$ cat src/rtl/mem_arbiter.sv
// Two-port arbiter (instruction fetch / data) in front of a fixed-latency main memory.
// One transaction in flight at a time; simultaneous requests are served round-robin.
module mem_arbiter #(
  parameter int unsigned LATENCY = 1
) (
  input  logic        clk,
  input  logic        reset,
  input  logic        if_req,
  input  logic [31:0] if_addr,
  output logic [31:0] if_rdata,
  output logic        if_ready,
  input  logic        dm_req,
  input  logic        dm_we,
  input  logic [31:0] dm_addr,
  input  logic [31:0] dm_wdata,
  output logic [31:0] dm_rdata,
  output logic        dm_ready,
  output logic [31:0] mem_addr,
  output logic [64:0] mem_edit,
  input  logic [31:0] mem_data
);

  typedef enum logic [1:0] {IDLE, ACCESS, RESP} state_e;
  typedef enum logic {PORT_IF = 1'b0, PORT_DM = 1'b1} port_e;

  localparam logic [3:0] CNT_LOAD = 4'(LATENCY - 1);

  state_e      state_q, state_d;
  port_e       port_q, port_d;
  port_e       last_grant_q, last_grant_d;
  logic [3:0]  cnt_q, cnt_d;
  logic        we_q, we_d;
  logic [31:0] if_rdata_q, if_rdata_d;
  logic [31:0] dm_rdata_q, dm_rdata_d;
  logic        if_ready_q, if_ready_d;
  logic        dm_ready_q, dm_ready_d;
  logic [31:0] mem_addr_q, mem_addr_d;
  logic [64:0] mem_edit_q, mem_edit_d;

  port_e       grant;
  logic        grant_we;
  logic [31:0] grant_addr;

  // On a tie the data port wins unless it was the port served last.
  assign grant      = (dm_req && (!if_req || last_grant_q == PORT_IF)) ? PORT_DM : PORT_IF;
  assign grant_we   = (grant == PORT_DM) && dm_we;
  assign grant_addr = (grant == PORT_DM) ? dm_addr : if_addr;

  always_comb begin
    // NOTE: every _d signal gets a default before the case, so no path can infer a latch.
    state_d      = state_q;
    port_d       = port_q;
    last_grant_d = last_grant_q;
    cnt_d        = cnt_q;
    we_d         = we_q;
    if_rdata_d   = if_rdata_q;
    dm_rdata_d   = dm_rdata_q;
    if_ready_d   = 1'b0;
    dm_ready_d   = 1'b0;
    mem_addr_d   = 32'd0;
    mem_edit_d   = 65'd0;

    unique case (state_q)
      IDLE: begin
        if (if_req || dm_req) begin
          state_d      = ACCESS;
          port_d       = grant;
          last_grant_d = grant;
          we_d         = grant_we;
          cnt_d        = CNT_LOAD;
          mem_addr_d   = grant_addr;
          // The write strobe is only presented during the first ACCESS cycle.
          if (grant_we) mem_edit_d = {1'b1, dm_addr, dm_wdata};
        end
      end
      ACCESS: begin
        if (cnt_q == 4'd0) begin
          state_d = RESP;
          if (port_q == PORT_DM) begin
            dm_ready_d = 1'b1;
            if (!we_q) dm_rdata_d = mem_data;
          end else begin
            if_ready_d = 1'b1;
            if_rdata_d = mem_data;
          end
        end else begin
          cnt_d      = cnt_q - 4'd1;
          mem_addr_d = mem_addr_q;
        end
      end
      RESP:    state_d = IDLE;
      default: state_d = IDLE;
    endcase
  end

  // NOTE: state is updated only with non-blocking assignments so every flop sees pre-edge values.
  always_ff @(posedge clk or posedge reset) begin
    if (reset) begin
      state_q      <= IDLE;
      port_q       <= PORT_IF;
      last_grant_q <= PORT_IF;
      cnt_q        <= 4'd0;
      we_q         <= 1'b0;
      if_rdata_q   <= 32'd0;
      dm_rdata_q   <= 32'd0;
      if_ready_q   <= 1'b0;
      dm_ready_q   <= 1'b0;
      mem_addr_q   <= 32'd0;
      mem_edit_q   <= 65'd0;
    end else begin
      state_q      <= state_d;
      port_q       <= port_d;
      last_grant_q <= last_grant_d;
      cnt_q        <= cnt_d;
      we_q         <= we_d;
      if_rdata_q   <= if_rdata_d;
      dm_rdata_q   <= dm_rdata_d;
      if_ready_q   <= if_ready_d;
      dm_ready_q   <= dm_ready_d;
      mem_addr_q   <= mem_addr_d;
      mem_edit_q   <= mem_edit_d;
    end
  end

  assign if_rdata = if_rdata_q;
  assign if_ready = if_ready_q;
  assign dm_rdata = dm_rdata_q;
  assign dm_ready = dm_ready_q;
  assign mem_addr = mem_addr_q;
  assign mem_edit = mem_edit_q;

endmodule

$ cat config.mk
export PLATFORM = sky130hd
export DESIGN_NAME = mem_arbiter
export DESIGN_NICKNAME = d
export VERILOG_FILES = /design/src/rtl/mem_arbiter.sv
export SDC_FILE = /design/constraint.sdc
export NUM_CORES = 1
export LEC_CHECK = 0
export CELL_PAD_IN_SITES_DETAIL_PLACEMENT = 1
export CELL_PAD_IN_SITES_GLOBAL_PLACEMENT = 1
export CORE_MARGIN = 2
export CORE_UTILIZATION = 32
export CTS_CLUSTER_SIZE = 24
export DETAILED_ROUTE_END_ITERATION = 6
export GPL_ROUTABILITY_DRIVEN = 0
export GPL_TIMING_DRIVEN = 0
export PLACE_DENSITY_LB_ADDON = 0.3
export SETUP_SLACK_MARGIN = 0.4
export SLEW_MARGIN = 20
export SYNTH_ARGS = -nofsm -noshare
export SYNTH_HDL_FRONTEND = slang
export SYNTH_SLANG_ARGS = --single-unit
$ cat constraint.sdc
create_clock -name clk -period 8.2 [get_ports clk]
set_input_delay 1.64 -clock clk [delete_from_list [all_inputs] [get_ports clk]]
set_output_delay 1.64 -clock clk [all_outputs]
set_load 0.005 [all_outputs]
==> results.toml <==
[run_status]
status = "completed"

[floorplanning]
die_y_um = 146
ios = 296
initial_core_util_pct = 32.9
rows = 51
fp.dieArea_mm2 = 0.0214
core_mm2 = 0.0197
die_x_um = 146

[global_routing]
grt_pass1_vias = 5456
antenna_found_initial = 0
grt_max_degree = 104
grt_pass1_wl_um = 31400
grt-ovfl-total = 0
grt_usage_pct = 19.0

[clocking]
cts-hold-fix-buffers = 0
cts_resized = 0
htreeDepth = 4
cts.sinks = 171
clk_pin_slew_ns = 0.07
insertion_delay_ns = 0.42
cts_setup_buffers = 0
cts_tree = "yes"
cts-root-buf = "clkbuf_16"
cts_buffer_depth = 2
cts_buffers = 17

[power]
p_sw_share_pct = 28.0
power_frac_seq_pct = 38.1
comb_power_share_pct = 36.8
intPower_mw = 2.35
switching_power_uw = 914
leakagePower_nw = 4.70
power_density_mw_per_mm2 = 314
power_frac_clock_pct = 25.1
ir_worst_vdd_v = 0.000150

[sta]
slew_violations = 0
worst_pin_slew_ns = 0.716
setup_viol = 0
relSlewSlack_pct = 52.2
finalHoldViolCount = 0
postLayoutSetupSlackWorst_ns = 4.70
rsz0062_at_grt = "no"
fin_crit_ns = 3.50
clock.fmax_mhz = 286
fin_crit_sh_pct = 42.7
skew_ns = 0.0106
hold_slack_ns = 0.502

[synth]
yosysWarnings = 0
ys_types = 31
synth.avg_cell_area_um2 = 14.9
synth_seq_cells = 171
seq_area_frac_synth_pct = 66.2
synth_cells = 434
syn-num-nets = 569
syn-cell-area_mm2 = 0.00646

[cells_and_area]
final_cell_area_mm2 = 0.0104
layout_common_cells = "clkdlybuf4s50_1 (295), dfrtp_1 (171), and2_1 (65), mux2_2 (35), a221o_1 (32)"
area_delta_synth_final_pct = 60.6
n_antenna_cell = 0
final_nets = 884
drive_gt1_share_pct = 14.2
final_common_cell = "clkdlybuf4s50_1"

[worst_setup_path]
cp_data_arrival_time_ns = 3.86
required_ns = 8.56
crit_end = "mem_edit[38]"
r2r-start = "cnt_q[0]"
r2r_cells = 6
cp-startpoint = "dm_req"
cp-end-kind = "flop"
crit_path_start_kind = "input port"
r2r_slack_ns = 5.61
rr_endpoint = "dm_rdata[6]"
crit_path_max_fanout = 10
critical_path_class = "input port to flop"

[placed_design]
dp_slack_ns = 4.20
placed_cell_area_mm2 = 0.00978
io_buffers = 295
dp_hpwl_um = 15000

[route]
vias_per_cell = 4.66
vias = 4788
wire_per_inst_um = 19.5
first_pass_iters = 4
ant_nets = 0
drc = 0
drtIter0Drc = 151
wl_um = 20000

[min_path]
worstHoldPathType = "flop to flop"
hold_depth = 1

[flow_run]
cap_violations = 0
## power groups by stage
stage	clock, mW	sequential (mW)	combinational, mW
after floorplan	0	1.25	0.477
after detailed placement	0	1.26	1.22
after global placement	0	1.24	1.18
final	0.819	1.24	1.20
after CTS	0.841	1.25	1.22
after global routing	0.876	1.27	1.29
## cell families (layout without fill, tap and decap cells)
kind of cell               after synthesis  after routing  share of synthesized area, %
muxes                                   64             64                          12.8
buffers and inverters                   33            361                          2.81
adders and majority gates                2              2                         0.387
and+or+nand+nor                        122            122                          11.8
DFF                                    171            171                          66.2
AOI/OAI and AO/OA                       42             42                          6.00
## per-layer routing
metal | up-vias | track usage [%] | wire length (µm) | part of all wire [%]
met1 | 2417 | 22.1 | 8000 | 40
met4 | 0 | 6.02 | 266 | 1.3
li1 | 2146 | - | - | -
met2 | 208 | 32.4 | 9990 | 50
met3 | 17 | 7.25 | 1740 | 8.7
met5 | - | 0 | 0 | 0
## synth_stat cells, drive strengths merged
cell type / instances / share of area [%]
buf: 5 / 1.2
nor2: 3 / 0.17
or3: 1 / 0.097
nor3: 2 / 0.15
or3b: 1 / 0.14
a221o: 32 / 5.0
nand2b: 2 / 0.19
nor3b: 3 / 0.35
or2: 1 / 0.097
mux2: 64 / 13
ha: 2 / 0.39
nor4b: 1 / 0.14
clkbuf: 24 / 1.4
o211ai: 1 / 0.12
o21ai: 4 / 0.31
a21boi: 1 / 0.12
inv: 4 / 0.23
nand3: 3 / 0.23
dfrtp: 171 / 66
o22ai: 1 / 0.097
and2: 65 / 6.3
o311ai: 1 / 0.14
o22a: 2 / 0.27
nand2: 2 / 0.12
nor2b: 3 / 0.29
nand4b: 1 / 0.14
and3: 34 / 3.4
## registers in the layout (all words and copies together), names as in the netlist, 2 cells and up
name and flops:
cnt_q 4, dm_rdata 32, if_rdata 32, mem_addr 32, mem_edit 65, state_q 2
## critical path, cell delays in order
cell	delay, ns
clkdlybuf4s50_1	0.54
nor3b_1	0.33
and3_1	0.34
clkbuf_1	0.40
clkbuf_1	0.38
and2_1	0.21
## per-stage QoR
step                TNS [ns]  cells  util (%)  total power, mW
floorplan                  0    434         -             1.73
global placement      -48.56    994      49.6             2.42
CTS                        0   1027      52.8             3.31
finish                     0   1027      52.8             3.26
detailed placement         0    995      49.8             2.48
global route               0   1027      52.8             3.43
## worst min path at each step
stage              endpoint         start  slack (ns)
6_report       dm_rdata[26]  dm_rdata[26]        0.50
5_1_grt        if_rdata[30]  if_rdata[30]        0.53
4_1_cts        dm_rdata[26]  dm_rdata[26]        0.51
3_5_place_dp   dm_rdata[26]  dm_rdata[26]        0.49
3_3_place_gp    dm_rdata[9]   dm_rdata[9]        0.49
2_1_floorplan          we_q          we_q        0.47
## layout make-up
| class | count | area [µm²] |
|---|---|---|
| Buffer | 29 | 166 |
| Timing Repair Buffer | 296 | 2980 |
| Fill cell | 2033 | 9280 |
| Clock buffer | 18 | 439 |
| Inverter | 4 | 22.5 |
| Sequential cell | 171 | 4280 |
| Clock inverter | 14 | 156 |
| Tap cell | 265 | 332 |
| Multi-Input combinational cell | 230 | 2000 |
(Power assumes the default switching activity.)
